--- src/rtl/lamp_frame_ctrl.sv ---
// Frame-rate tick, animation time base, host write staging into the next-target buffer
// and commit-driven next->target copy. Define LAMP_OVERRUN_CNT_EN to add o_overrun_cnt.
module lamp_frame_ctrl #(
  parameter  int c_ledboards    = 30,
  parameter  int c_bpc          = 12,
  parameter  int c_max_time     = 1024,
  parameter  int c_frame_period = 16666,
  localparam int c_channels     = c_ledboards * 32,
  localparam int c_addr_w       = $clog2(c_channels),
  localparam int c_time_w       = $clog2(c_max_time)
) (
  input  logic                i_clk,
  input  logic                i_rst_n,
  input  logic                i_wen,
  input  logic [c_addr_w-1:0] i_waddr,
  input  logic [c_bpc-1:0]    i_wdata,
  input  logic                i_commit,
  input  logic [c_time_w-1:0] i_duration,
  output logic                o_ready,
  output logic                o_next_wen,
  output logic [c_addr_w-1:0] o_next_waddr,
  output logic [c_bpc-1:0]    o_next_wdata,
  output logic [c_addr_w-1:0] o_next_raddr,
  input  logic [c_bpc-1:0]    i_next_rdata,
  output logic                o_tgt_wen,
  output logic [c_addr_w-1:0] o_tgt_waddr,
  output logic [c_bpc-1:0]    o_tgt_wdata,
  output logic                o_drq,
  output logic [c_time_w-1:0] o_time,
  output logic [c_time_w-1:0] o_start_time,
  output logic [c_time_w-1:0] o_target_time,
`ifdef LAMP_OVERRUN_CNT_EN
  output logic [7:0]          o_overrun_cnt,
`endif
  output logic                o_animating
);

  localparam int c_tick_w = $clog2(c_frame_period);
  localparam int c_cnt_w  = c_addr_w + 1;
  localparam logic [c_tick_w-1:0] c_tick_last = c_tick_w'(c_frame_period - 1);
  localparam logic [c_cnt_w-1:0]  c_copy_last = c_cnt_w'(c_channels);

  typedef enum logic [1:0] {S_IDLE, S_PEND, S_COPY, S_ANIM} state_t;

  typedef struct packed {
    logic                wen;
    logic [c_addr_w-1:0] addr;
    logic [c_bpc-1:0]    data;
  } host_wr_t;

  state_t              state_q, state_d;
  logic [c_tick_w-1:0] tick_q;
  logic [c_time_w-1:0] time_q, dur_q, start_q, target_q;
  logic [c_cnt_w-1:0]  copy_cnt;
  logic [c_addr_w-1:0] tgt_addr_q;
  logic                tgt_vld_q;
  logic                anim_q;
  host_wr_t            wr_q;
  logic                drq, ready, rd_issue, commit_acc, copy_last, anim_done;

  // Frame tick and time base
  assign drq = (tick_q == c_tick_last);

  always_ff @(posedge i_clk or negedge i_rst_n) begin
    if (!i_rst_n) begin
      tick_q <= '0;
      time_q <= '0;
    end else if (drq) begin
      tick_q <= '0;
      time_q <= time_q + 1'b1;
    end else begin
      tick_q <= tick_q + 1'b1;
    end
  end

  assign commit_acc = i_commit & ready;
  assign copy_last  = (copy_cnt == c_copy_last);
  assign anim_done  = drq && (time_q == target_q);

  // FSM: state register
  always_ff @(posedge i_clk or negedge i_rst_n) begin
    if (!i_rst_n) state_q <= S_IDLE;
    else          state_q <= state_d;
  end

  // FSM: next state; a commit during ANIM preempts the running transition
  always_comb begin
    state_d = state_q;
    case (state_q)
      S_IDLE: if (commit_acc) state_d = S_PEND;
      S_PEND: if (drq) state_d = S_COPY;
      S_COPY: if (copy_last) state_d = S_ANIM;
      S_ANIM: begin
        if (commit_acc)     state_d = S_PEND;
        else if (anim_done) state_d = S_IDLE;
      end
      default: state_d = S_IDLE;
    endcase
  end

  // FSM: outputs
  always_comb begin
    ready    = 1'b0;
    rd_issue = 1'b0;
    case (state_q)
      S_IDLE, S_ANIM: ready = 1'b1;
      S_COPY:         rd_issue = !copy_last;
      default: ;
    endcase
  end

  // Copy sequencer: read slot k, write target slot k one cycle later
  always_ff @(posedge i_clk or negedge i_rst_n) begin
    if (!i_rst_n) begin
      copy_cnt   <= '0;
      tgt_vld_q  <= 1'b0;
      tgt_addr_q <= '0;
    end else begin
      copy_cnt  <= (state_q == S_COPY) ? copy_cnt + 1'b1 : '0;
      tgt_vld_q <= rd_issue;
      if (rd_issue) tgt_addr_q <= copy_cnt[c_addr_w-1:0];
    end
  end

  // Animation window; o_animating is held across a preempting commit
  always_ff @(posedge i_clk or negedge i_rst_n) begin
    if (!i_rst_n) begin
      dur_q    <= '0;
      start_q  <= '0;
      target_q <= '0;
      anim_q   <= 1'b0;
    end else begin
      if (commit_acc) dur_q <= i_duration;
      if (state_q == S_COPY && copy_last) begin
        start_q  <= time_q;
        target_q <= time_q + dur_q;
        anim_q   <= 1'b1;
      end else if (state_q == S_ANIM && !commit_acc && anim_done) begin
        anim_q <= 1'b0;
      end
    end
  end

  // Host write staging, dropped while busy
  always_ff @(posedge i_clk or negedge i_rst_n) begin
    if (!i_rst_n) begin
      wr_q <= '0;
    end else begin
      wr_q.wen <= i_wen & ready;
      if (ready) begin
        wr_q.addr <= i_waddr;
        wr_q.data <= i_wdata;
      end
    end
  end

`ifdef LAMP_OVERRUN_CNT_EN
  logic [1:0] drop_n;
  logic [7:0] ovr_q;

  assign drop_n = {1'b0, i_commit & ~ready} + {1'b0, i_wen & ~ready};

  always_ff @(posedge i_clk or negedge i_rst_n) begin
    if (!i_rst_n)                               ovr_q <= '0;
    else if (ovr_q > (8'd255 - {6'd0, drop_n})) ovr_q <= 8'd255;
    else                                        ovr_q <= ovr_q + {6'd0, drop_n};
  end

  assign o_overrun_cnt = ovr_q;
`endif

  assign o_ready       = ready;
  assign o_next_wen    = wr_q.wen;
  assign o_next_waddr  = wr_q.addr;
  assign o_next_wdata  = wr_q.data;
  assign o_next_raddr  = rd_issue ? copy_cnt[c_addr_w-1:0] : '0;
  assign o_tgt_wen     = tgt_vld_q;
  assign o_tgt_waddr   = tgt_addr_q;
  assign o_tgt_wdata   = tgt_vld_q ? i_next_rdata : '0;
  assign o_drq         = drq;
  assign o_time        = time_q;
  assign o_start_time  = start_q;
  assign o_target_time = target_q;
  assign o_animating   = anim_q;

endmodule

--- config.mk ---
export PLATFORM = sky130hd
export DESIGN_NAME = lamp_frame_ctrl
export DESIGN_NICKNAME = d
export VERILOG_FILES = /design/src/rtl/lamp_frame_ctrl.sv
export SDC_FILE = /design/constraint.sdc
export NUM_CORES = 1
export LEC_CHECK = 0
export ABC_AREA = 1
export ABC_CLOCK_PERIOD_IN_PS = 1950
export CORE_UTILIZATION = 49
export CTS_CLUSTER_DIAMETER = 50
export DETAILED_ROUTE_END_ITERATION = 10
export PLACE_DENSITY = 0.81
export SYNTH_ARGS = -nofsm -noshare
export SYNTH_HDL_FRONTEND = slang
export SYNTH_SLANG_ARGS = --single-unit
--- constraint.sdc ---
create_clock -name i_clk -period 1.95 [get_ports i_clk]
set_input_delay 0.39 -clock i_clk [delete_from_list [all_inputs] [get_ports i_clk]]
set_output_delay 0.39 -clock i_clk [all_outputs]
set_load 0.1 [all_outputs]
== Word level (Yosys, flattened, before mapping) ==
Cells that the tools add are included.
Operators by class
  add/sub/neg operators: 4
  $mul: 0
  div/mod/pow operators: 0
  order comparisons: 0
  eq/ne operators: 10
  shift operators: 0
  multiplexer cells: 14
  bitwise gates (word level): 2
  reduce and logical (&&, ||, !) cells: 10
Operators by type and width (count)
  adder 15 x 1 -> 15 bit, second input constant: 1
  equality test 15 bit, second input constant: 1
  2-to-1 mux 15 bit: 1
  2-to-1 mux 12 bit: 1
  adder 11 x 1 -> 11 bit, second input constant: 1
  equality test 11 x 10 -> 1 bit, second input constant: 1
  2-to-1 mux 11 bit: 1
  adder 10 x 1 -> 10 bit, second input constant: 1
  adder 10 bit: 1
  equality test 10 bit: 1
  2-to-1 mux 10 bit: 1
  2-to-1 mux 2 bit: 5
  one-hot mux 2 bit (4 select lines): 1
  inequality test 2 bit, second input constant: 3
  equality test 2 bit, second input constant: 2
  logical AND 1 bit: 4
  2-to-1 mux 1 bit: 4
  AND reduction 4 bit: 1
  inequality test 3 bit, second input constant: 1
  bitwise AND 1 bit: 2
  equality test 2 x 1 -> 1 bit, second input constant: 1
  logical NOT 1 bit: 2
  logical NOT 2 bit: 1
  nonzero test 2 bit: 1
  OR reduction 2 bit: 1
Word-level totals
  register bits after elaboration: 103
  bits in latches: 0
  bits in writable memories: 0
  bits in read-only memories: 0
  input bits: 48
  output and inout bits: 89
  memories kept: 0

== Longest topological paths before layout ==
  word-level depth: 9
  gate-level depth with buffers: 15

== Worst setup path after synthesis ==
No wires, ideal clock.
  kind: reg-to-output
  start: register state_q[0]
  end: output o_next_raddr[0]
  arrival time: 2.472 ns
  setup slack: -0.912 ns
  stages on the path, launching flop included: 7
  path buffers: 2
  cells stage by stage: dfrtp_1 > inv_1 > ha_1 > clkbuf_1 > nand2_4 > buf_4 > nor2_1
On the way
  word-level cells in the longest chain between the ends: 3
Ends and longest elaborated chain
  start, declared: RTL line 51  | state_t state_q, state_d;
  start signal, assigned: RTL line 83  | else state_q <= state_d;
  equality test 2 bit: RTL line 105  | case (state_q)
  2-to-1 mux 1 bit: RTL line 105
  2-to-1 mux 10 bit: RTL line 176  | assign o_next_raddr = rd_issue ? copy_cnt[c_addr_w-1:0] : '0;
  end, declared: RTL line 23  | output logic [c_addr_w-1:0] o_next_raddr,
No other way between the ends.

== Worst setup path after layout ==
  start: register copy_cnt[0]
  end: output o_next_raddr[3]
On the way
  word-level cells in the longest chain between the ends: 4
Ends and longest elaborated chain
  start, declared: RTL line 54  | logic [c_cnt_w-1:0] copy_cnt;
  start signal, assigned: RTL line 119  | copy_cnt <= (state_q == S_COPY) ? copy_cnt + 1'b1 : '0;
  equality test 11 x 10 -> 1 bit: RTL line 77  | assign copy_last = (copy_cnt == c_copy_last);
  logical NOT 1 bit: RTL line 107  | S_COPY: rd_issue = !copy_last;
  2-to-1 mux 1 bit: RTL line 105
  via rd_issue: RTL line 59  | logic drq, ready, rd_issue, commit_acc, copy_last, anim_done;
  2-to-1 mux 10 bit: RTL line 176
The timed path passes the listed nets, and every way through them passes these cells.

==> reports/qor.csv <==
metric;value;unit
Final setup viols;10;
Critical Path AT;1.86;ns
post-synth top area share;50.22;%
CP bufs+invs;4;
fin nets;878;
Sw Share;51.57;%
Max FO, Critical Path;4;
final-report hold violation count;0;
part of the power in combinational logic;59.9;%
Sink Count;103;
placed instance area;0.007264;mm²
crit share post-route;115.6;%
Placed Cells;900;
Cell Rows;36;
cell internal pwr;0.005067;W
Synth area leader;dfrtp_1;
wirelength, routed;14.53;mm
Commonest cells post-synth;201 x nand2_1, 103 x dfrtp_1, 89 x inv_1, 44 x o21ai_0, 39 x nor2_1;
crit path max-delay cell type;dfrtp_1;
Psw;0.005395;W
Max clock buf depth;2;
actual slew at the worst max-slew pin;0.5199;ns
top post-synthesis cells by area;dfrtp_1 50%, nand2_1 15%, inv_1 6.5%;
failing checks;setup timing;
syn_area_per_cell;8.238;µm²
Reg power frac;27.4;%
die height;104.3;µm
first-pass GRT wire length;22.31;mm
Crit path max-delay family;simple AND/OR/NAND/NOR gates;
crit-path cells;inv_2 -> ha_4 -> nand3_4 -> nor2_4 -> nand3_4 -> nand2_4 -> inv_4 -> nand2_4 -> clkinvlp_4 -> buf_12;
count leader, synth;nand2_1;
largest net degree at the start of global routing;64;
Synth Area in Compound Gates;7.021;%
critical path type;reg -> out;
TritonCTS Buffers;9;
All-Layer GR Usage;25.44;%
post-synthesis cell area;0.005132;mm²
Post-Route Utilization;79.03;%
PortBufs;136;
min Tclk post-route;2.253;ns
crit end category;primary output;
Synth Net Count;690;
VDD IR-drop max;1.564;mV
# DRC;0;
design area;0.007868;mm²
vias;4831;
Cells after Synth;623;
Post-Synth Simple-Gate Area;25.65;%
Root Driver;clkbuf_8;
run status;complete, but fails checks;
clk_lat worst skew;0.37;ns
largest family of logic cells by synthesized area;simple AND/OR/NAND/NOR gates;
H-tree depth;3;
WL per Instance;15.31;µm
placed wire-length estimate;9.709;mm
sequential share of the synthesized area;50.22;%
total number of yosys warnings;0;
CTS Hold Bufs;0;
top_reg_cell synth;dfrtp_1;
Yosys cell types;39;
number of global-route vias before repair;4772;
Pleak;3.778;nW
Final Power;0.01046;W
multiplexer share of the synthesized area;2.194;%
Yosys reg bits;103;
critical path's largest stage delay;0.41;ns
data required time of the critical path;1.56;ns
post-synthesis xor/xnor area fraction;2.218;%
area share of fa/ha/maj cells after synthesis;4.778;%
Die Span X;104.3;µm
DRT iter0 DRCs;251;
Pre-antenna DRT Iters;5;
Fillers;647;
antenna diode count;0;
max-cap violations;0;
Fmax achieved;443.8;MHz
Setup Skew;0.01156;ns
initial antenna violation count;0;
clock network fraction of total power;12.7;%
GPL Wtd Cong;0.9293;
Syn-to-layout area delta;53.29;%
Ports;137;
RSZ-0062 raised after global routing;yes;
via/cell ratio;5.091;
share of cells above drive strength 1;31.00;%
setup ws final;-0.3034;ns
Final Max Tran Viols;0;
PD cells;1330;mW/mm²
EDFF count, synth;0;
ys async rst share;100.0;%
total core area;0.009955;mm²
CTS tree;done;
clock-pin transition on the worst setup and hold timing paths;0.11;ns
Min-Delay Path Class;in -> async;
Starting Density;51.56;%
post-route ant nets;0;
setup_tns;-2.646;ns
Critical Path Start Type;register;
Non-Filler Instances;949;
Die Footprint;0.01089;mm²
GRT overflow;0;
relative slew slack;65.34;%
[worst reg2reg max path, stage by stage, from the launching register on]
cell	delay (ns)
dfrtp_1	0.38
inv_2	0.06
buf_4	0.13
buf_4	0.14
nor3_1	0.25
nand2_1	0.14
nor3_2	0.21
nand2_1	0.14
o21ai_0	0.25
a21oi_1	0.08
[per-layer routing]
metal	GRT usage, %	routed length [µm]	vias to the layer above
met5	0	0	-
met4	6.939	208	0
met3	4.825	942	21
met2	44.37	7378	197
met1	32.19	5999	2296
li1	-	-	2317
[state kept, by name, indices dropped and copies added, names as in the netlist, 10 cells and up]
signal	flops
copy_cnt	11
o_tgt_waddr	10
o_target_time	10
o_time	10
tick_q	15
o_next_wdata	12
o_next_waddr	10
dur_q	10
o_start_time	10
[placed cells by master (no fill, tap or decap), types with 11 or more instances in the layout]
master	n
a21oi_1	13
buf_12	47
buf_4	94
clkdlybuf4s50_1	46
clkinvlp_4	11
dfrtp_1	92
ha_1	13
inv_1	70
nand2_1	194
nand2_2	12
nand3_1	17
nor2_1	28
nor2_4	11
o21ai_0	44
[per-stage QoR]
step,hold slack (ns),setup WS (ns)
after floorplan,0.09441,-0.009264
after global placement,0.4155,0.08248
after detailed placement,0.4283,0.02999
after CTS,0.01992,-0.2010
after global routing,0.03466,-0.3766
final,0.01151,-0.3034
[cell families after synthesis]
family	count (synthesis)
and+or+nand+nor	306
muxes	10
xor gates and xnor gates	13
buffers and inverters	105
adders and majority gates	19
AOI/OAI and AO/OA	67
DFF	103
[worst paths after layout]
| kind | start | endpoint | slack [ns] | cells after the start |
|---|---|---|---|---|
| max | copy_cnt[0] | o_next_raddr[3] | -0.30 | 10 |
| min | i_rst_n | dur_q[6] | 0.01 | 2 |
| max reg2reg | copy_cnt[1] | copy_cnt[9] | 0.05 | 9 |
| min reg2reg | o_next_waddr[9] | o_next_waddr[9] | 0.49 | 2 |
| max in group asynchronous | i_rst_n | o_time[5] | 1.45 | 2 |
| min in group i_clk | o_next_waddr[9] | o_next_waddr[9] | 0.49 | 2 |
[power by group through the flow]
stage          Combinational (W)  Sequential [W]  Clock, W
3_5_place_dp             0.00556         0.00289         0
6_report                 0.00626         0.00287   0.00133
4_1_cts                  0.00583         0.00285   0.00134
3_3_place_gp             0.00547         0.00287         0
2_1_floorplan            0.00222         0.00475         0
5_1_grt                  0.00658         0.00292   0.00142
[what timing repair did]
| action | 4_1_cts | 5_1_grt |
|---|---|---|
| resized for setup | 5 | 26 |
| setup endpoints to repair | 12 | 27 |
| pin swaps | 3 | 8 |
| buffers inserted | 15 | 16 |
| cloned | 1 | 1 |
[cell type report]
type / instances / area (µm²) / area share, %
sequential: 103 / 2596 / 33.00
multi-input combinational: 415 / 2342 / 29.77
timing repair buffer: 191 / 2187 / 27.80
inverter: 91 / 386.6 / 4.914
tap: 133 / 166.4 / 2.115
clock buffer: 10 / 137.6 / 1.749
clock inverter: 6 / 51.30 / 0.6520
No activity file was read; power rests on OpenSTA's default activity.
==> RTL edit 1: new RTL, same flow settings <==
Re-encode `state_t` (4 states) as one-hot, 4 bits wide.
--- a/src/rtl/lamp_frame_ctrl.sv
+++ b/src/rtl/lamp_frame_ctrl.sv
@@ -41,5 +41,5 @@
   localparam logic [c_cnt_w-1:0]  c_copy_last = c_cnt_w'(c_channels);
 
-  typedef enum logic [1:0] {S_IDLE, S_PEND, S_COPY, S_ANIM} state_t;
+  typedef enum logic [3:0] {S_IDLE = 4'b0001, S_PEND = 4'b0010, S_COPY = 4'b0100, S_ANIM = 4'b1000} state_t;
 
   typedef struct packed {
Check against the original RTL: same outputs for any inputs over 10 cycles, from zero or initial values and one cycle with i_rst_n low; not proved beyond that.
==> RTL edit 1 against the original RTL <==
  * The flow still finishes with violations (setup timing)
  * Setup slack better by 0.037 ns
  * Critical path depth is 3 lower
  * Core utilization is 2.5 points lower
  * Routed wire length is 9.3% higher
  * Synthesized cell count is 9.5% higher
  * Design area is 1.3% higher
  * Power is 16% lower
  * Count of clock-buffer cells in the layout is 1 higher
  * First-iteration DRC count is 11% higher
  * Sequential cell count is 2 higher
  * Highest routed layer unchanged
  * Clock skew is 0.0012 ns higher
  * Area after synthesis is 3.4% higher
==> RTL edit 1: results (changes against the original RTL) <==
Switching pwr: 4.30 mW (-20%)
Worst-margin pin slew: 0.534 ns (+0.0146 ns)
Non-Filler Instances: 1,005 (+5.9%)
Placed cells: 959 (+6.6%)
Failing checks: setup timing
Final Wtd Congestion: 0.901 (-3.0%)
Register area share after synthesis: 49.6% (-0.67 points)
Pwr/cell area: 1100 nW/um2 (-17%)
Peak VDD IR: 1.51 mV (-3.2%)
Met2 Wirelength: 8140 um (+10%)
Fillers: 713 (+10%)
R2R depth: 13 (+4)
Top layer used by detailed routing: met4
Final nets: 928 (+5.7%)
Post-Synth XOR/XNOR Area: 3.63% (+1.4 points)
Leakage Power: 3.82 nW (+1.1%)
Number of global-route vias before repair: 5,106 (+7.0%)
First-pass GRT wire length: 24,800 um (+11%)
Fraction of layout cells with a size suffix above 1: 25.5% (-5.5 points)
Clk_skew: 0.0127 ns (+0.00115 ns)
Global routing usage on met2: 49.3% (+4.9 points)
Mux contribution to synthesized area: 0% (-2.2 points)
Net count after synthesis: 745 (+8.0%)
Hold_ws: 0.462 ns (+0.451 ns)
CP arrival: 1.83 ns (-0.03 ns)
Met1 usage: 34.2% (+2.0 points)
Compound-gate portion of the synthesized area: 6.23% (-0.79 points)
M1 WL: 6200 um (+3.4%)
Final worst slack: -0.267 ns (+0.0367 ns)
Status: finished with violations
Setup WS pre-CTS: 0.0505 ns (+0.0205 ns)
Via-to-Cell Ratio: 5.22 (+2.5%)
CP startpoint: state_q[1]$_DFFE_PN0P_
Synth top area cells: dfrtp_1 (49%), nand2_1 (16%), inv_1 (6.5%)
Unique masters post-synth: 30 (-23%)
Top post-synthesis cells by count: nand2_1 (232), dfrtp_1 (104), inv_1 (92)
Detailed placement HPWL: 10,800 um (+12%)
Sequential share of power: 32.0% (+4.6 points)
Metal3 WL: 1090 um (+16%)
Post-CTS resize count: 15 (+10)
M3 GR Usage: 6.01% (+1.2 points)
FF-to-FF End: state_q[2]$_DFFE_PN0P_
Logic gate share of total power: 50.8% (-9.1 points)
# hold bufs at CTS: 1 (+1)
Setup TNS: -2.82 ns (-0.179 ns)
Total GRT Usage: 28.1% (+2.6 points)
Synthesized area per cell: 7.78 um2 (-5.6%)
Finish-stage setup viols: 13 (+3)
Overall Power: 8.81 mW (-16%)
Drt total wl: 15,900 um (+9.3%)
Iter 0 DRT Violations: 279 (+11%)
R2R Setup Slk: -0.01 ns (-0.06 ns)
CP peak stage delay: 0.43 ns (+0.02 ns)
Largest net degree at the start of global routing: 61 (-4.7%)
## RTL edit 1: cell types whose count changed after synthesis, sizes merged, moves of 3 or more
| cell | change |
|---|---|
| nand3 | +17 |
| inv | +5 |
| buf | +3 |
| nor4 | -3 |
| nor2 | +21 |
| nor3 | +3 |
| nand4 | +4 |
| xor2 | +9 |
| ha | -4 |
| nand2 | +24 |
| mux2 | -10 |
## RTL edit 1: cells by family (layout without fill, tap and decap cells)
| kind of cell | after synthesis | after routing |
|---|---|---|
| AOI/OAI and AO/OA | 59 | 59 |
| xor gates and xnor gates | 22 | 22 |
| adders and majority gates | 15 | 15 |
| buffers and inverters | 112 | 299 |
| DFF | 105 | 105 |
| and+or+nand+nor | 369 | 369 |
## RTL edit 1: cell type report
class                           count  share of cell area [%]
Multi-Input combinational cell    465                    30.3
Clock inverter                      4                   0.973
Sequential cell                   105                    33.2
Timing Repair Buffer              188                    26.6
Inverter                           96                    4.99
Clock buffer                       11                    1.77
Tap cell                          136                    2.13
==> RTL edit 2: new RTL, same flow settings <==
Made on the original files. The parameter `c_max_time` goes from 1024 to 256.
--- a/src/rtl/lamp_frame_ctrl.sv
+++ b/src/rtl/lamp_frame_ctrl.sv
@@ -4,5 +4,5 @@
   parameter  int c_ledboards    = 30,
   parameter  int c_bpc          = 12,
-  parameter  int c_max_time     = 1024,
+  parameter  int c_max_time     = 256,
   parameter  int c_frame_period = 16666,
   localparam int c_channels     = c_ledboards * 32,
Ports: changed (resized i_duration, o_start_time, o_target_time and o_time); port bits go from 137 to 129. No check against the original RTL was run, so the function may have changed too.
==> RTL edit 2 against the original RTL <==
  * Area after synthesis is 8.0% lower
  * Via count down 8.6%
  * First-iteration DRC count fell by 39%
  * Sequential power shrank 7.7%
  * Setup slack got worse by 0.012 ns
  * Highest routed layer unchanged
  * Combinational power fell by 5.3%
  * Routed wire length decreased by 13%
  * Sequential cell count down 8
  * Count of clock-buffer cells in the layout is the same
  * Non-clock buffer count shrank 28
  * Design area fell by 9.7%
  * Critical endpoint is now o_next_raddr[8]
  * Power down 4.5%
  * Core utilization shrank 2.5 points
  * Global-route usage is 0.35 points lower
  * The flow still finishes with violations (setup timing)
==> RTL edit 2: results (changes against the original RTL) <==
First-pass GRT wire length: 19,700 um (-12%)
CP Max Fanout: 6 (+2)
Hold_ws: 0.483 ns (+0.471 ns)
DP Area: 6610 um2 (-9.1%)
Final nets: 805 (-8.3%)
Via count: 4,417 (-8.6%)
Setup WS pre-CTS: 0.0854 ns (+0.0555 ns)
Critical R2R Launch: copy_cnt[0]$_DFF_PN0_
Top post-synthesis cells by count: nand2_1 (217), dfrtp_1 (95), inv_1 (71)
CP startpoint: copy_cnt[4]$_DFF_PN0_
Detailed placement HPWL: 8750 um (-9.9%)
Leakage Power: 3.49 nW (-7.6%)
Status: finished with violations
R2R Setup Slk: 0.15 ns (+0.10 ns)
Final worst slack: -0.315 ns (-0.0116 ns)
HP Class: reg2reg
Internal power consumption: 4.79 mW (-5.4%)
Total GRT Usage: 25.1% (-0.35 points)
Peak VDD IR: 1.62 mV (+3.3%)
Placed cells: 840 (-6.7%)
Via-to-Cell Ratio: 5.05 (-0.84%)
Pwr/cell area: 1410 nW/um2 (+5.8%)
Clk_skew: 0.0121 ns (+0.000518 ns)
Net count after synthesis: 647 (-6.2%)
Number of global-route vias before repair: 4,274 (-10%)
Fraction of layout cells with a size suffix above 1: 26.7% (-4.3 points)
Register area share after synthesis: 50.3% (+0.13 points)
Port buffer count: 128 (-5.9%)
FF-to-FF End: copy_cnt[10]$_DFF_PN0_
Fillers: 624 (-3.6%)
Clk pwr share: 14.1% (+1.4 points)
Worst Setup EP: o_next_raddr[8]
Seq. pwr: 2.65 mW (-7.7%)
Iter 0 DRT Violations: 152 (-39%)
Finish-stage setup viols: 11 (+1)
R2R depth: 8 (-1)
Largest net degree at the start of global routing: 49 (-23%)
Synth top area cells: dfrtp_1 (50%), nand2_1 (17%), inv_1 (5.6%)
Clock root cell: clkbuf_8
Failing checks: setup timing
Setup TNS: -3.08 ns (-0.436 ns)
RTL edit 2: cells by family (layout without fill, tap and decap cells):
logic type               count (synthesis)  count (layout)  share of synthesized area, %
flip-flops                              95              95                          50.3
adder cells (fa/ha/maj)                 17              17                          4.66
AO/OA/AOI/OAI                           47              47                          5.49
XOR/XNOR                                17              17                          3.15
buffers and inverters                   98             260                          8.58
AND/OR/NAND/NOR                        310             310                          27.8
RTL edit 2: critical path, stage by stage, from the launching register on:
cell and delay [ns]:
dfrtp_1 0.42, inv_2 0.15, nand2_1 0.12, nor2_2 0.14
nand3_2 0.13, nand2_4 0.11, buf_12 0.12, buf_12 0.12
nor2_4 0.04, buf_12 0.16
RTL edit 2: per-layer routing:
metal | wire [um] | vias to the layer above | part of all wire, % | track usage, %
met2 | 6580 | 158 | 52 | 44.3
li1 | - | 2121 | - | -
met1 | 5030 | 2095 | 40 | 30.6
met3 | 662 | 43 | 5.2 | 4.18
met5 | 0 | - | 0 | 0
met4 | 409 | 0 | 3.2 | 10.1
RTL edit 2: cell type report:
| class | instances | area (um2) | area share [%] |
|---|---|---|---|
| sequential | 95 | 2390 | 33.7 |
| multi-input combinational | 391 | 2090 | 29.4 |
| timing repair buffer | 163 | 1890 | 26.7 |
| inverter | 82 | 355 | 5.00 |
| tap | 129 | 161 | 2.27 |
| clock buffer | 10 | 128 | 1.80 |
| clock inverter | 5 | 83.8 | 1.18 |
RTL edit 2: what timing repair did:
item | in CTS | in global routing
hold buffers | 1 | 0
setup endpoints to repair | 12 | 15
setup buffers | 13 | 5
pin swaps | 4 | 7
hold endpoints to repair | 32 | 0
cloned | 1 | 0
resized for setup | 9 | 12
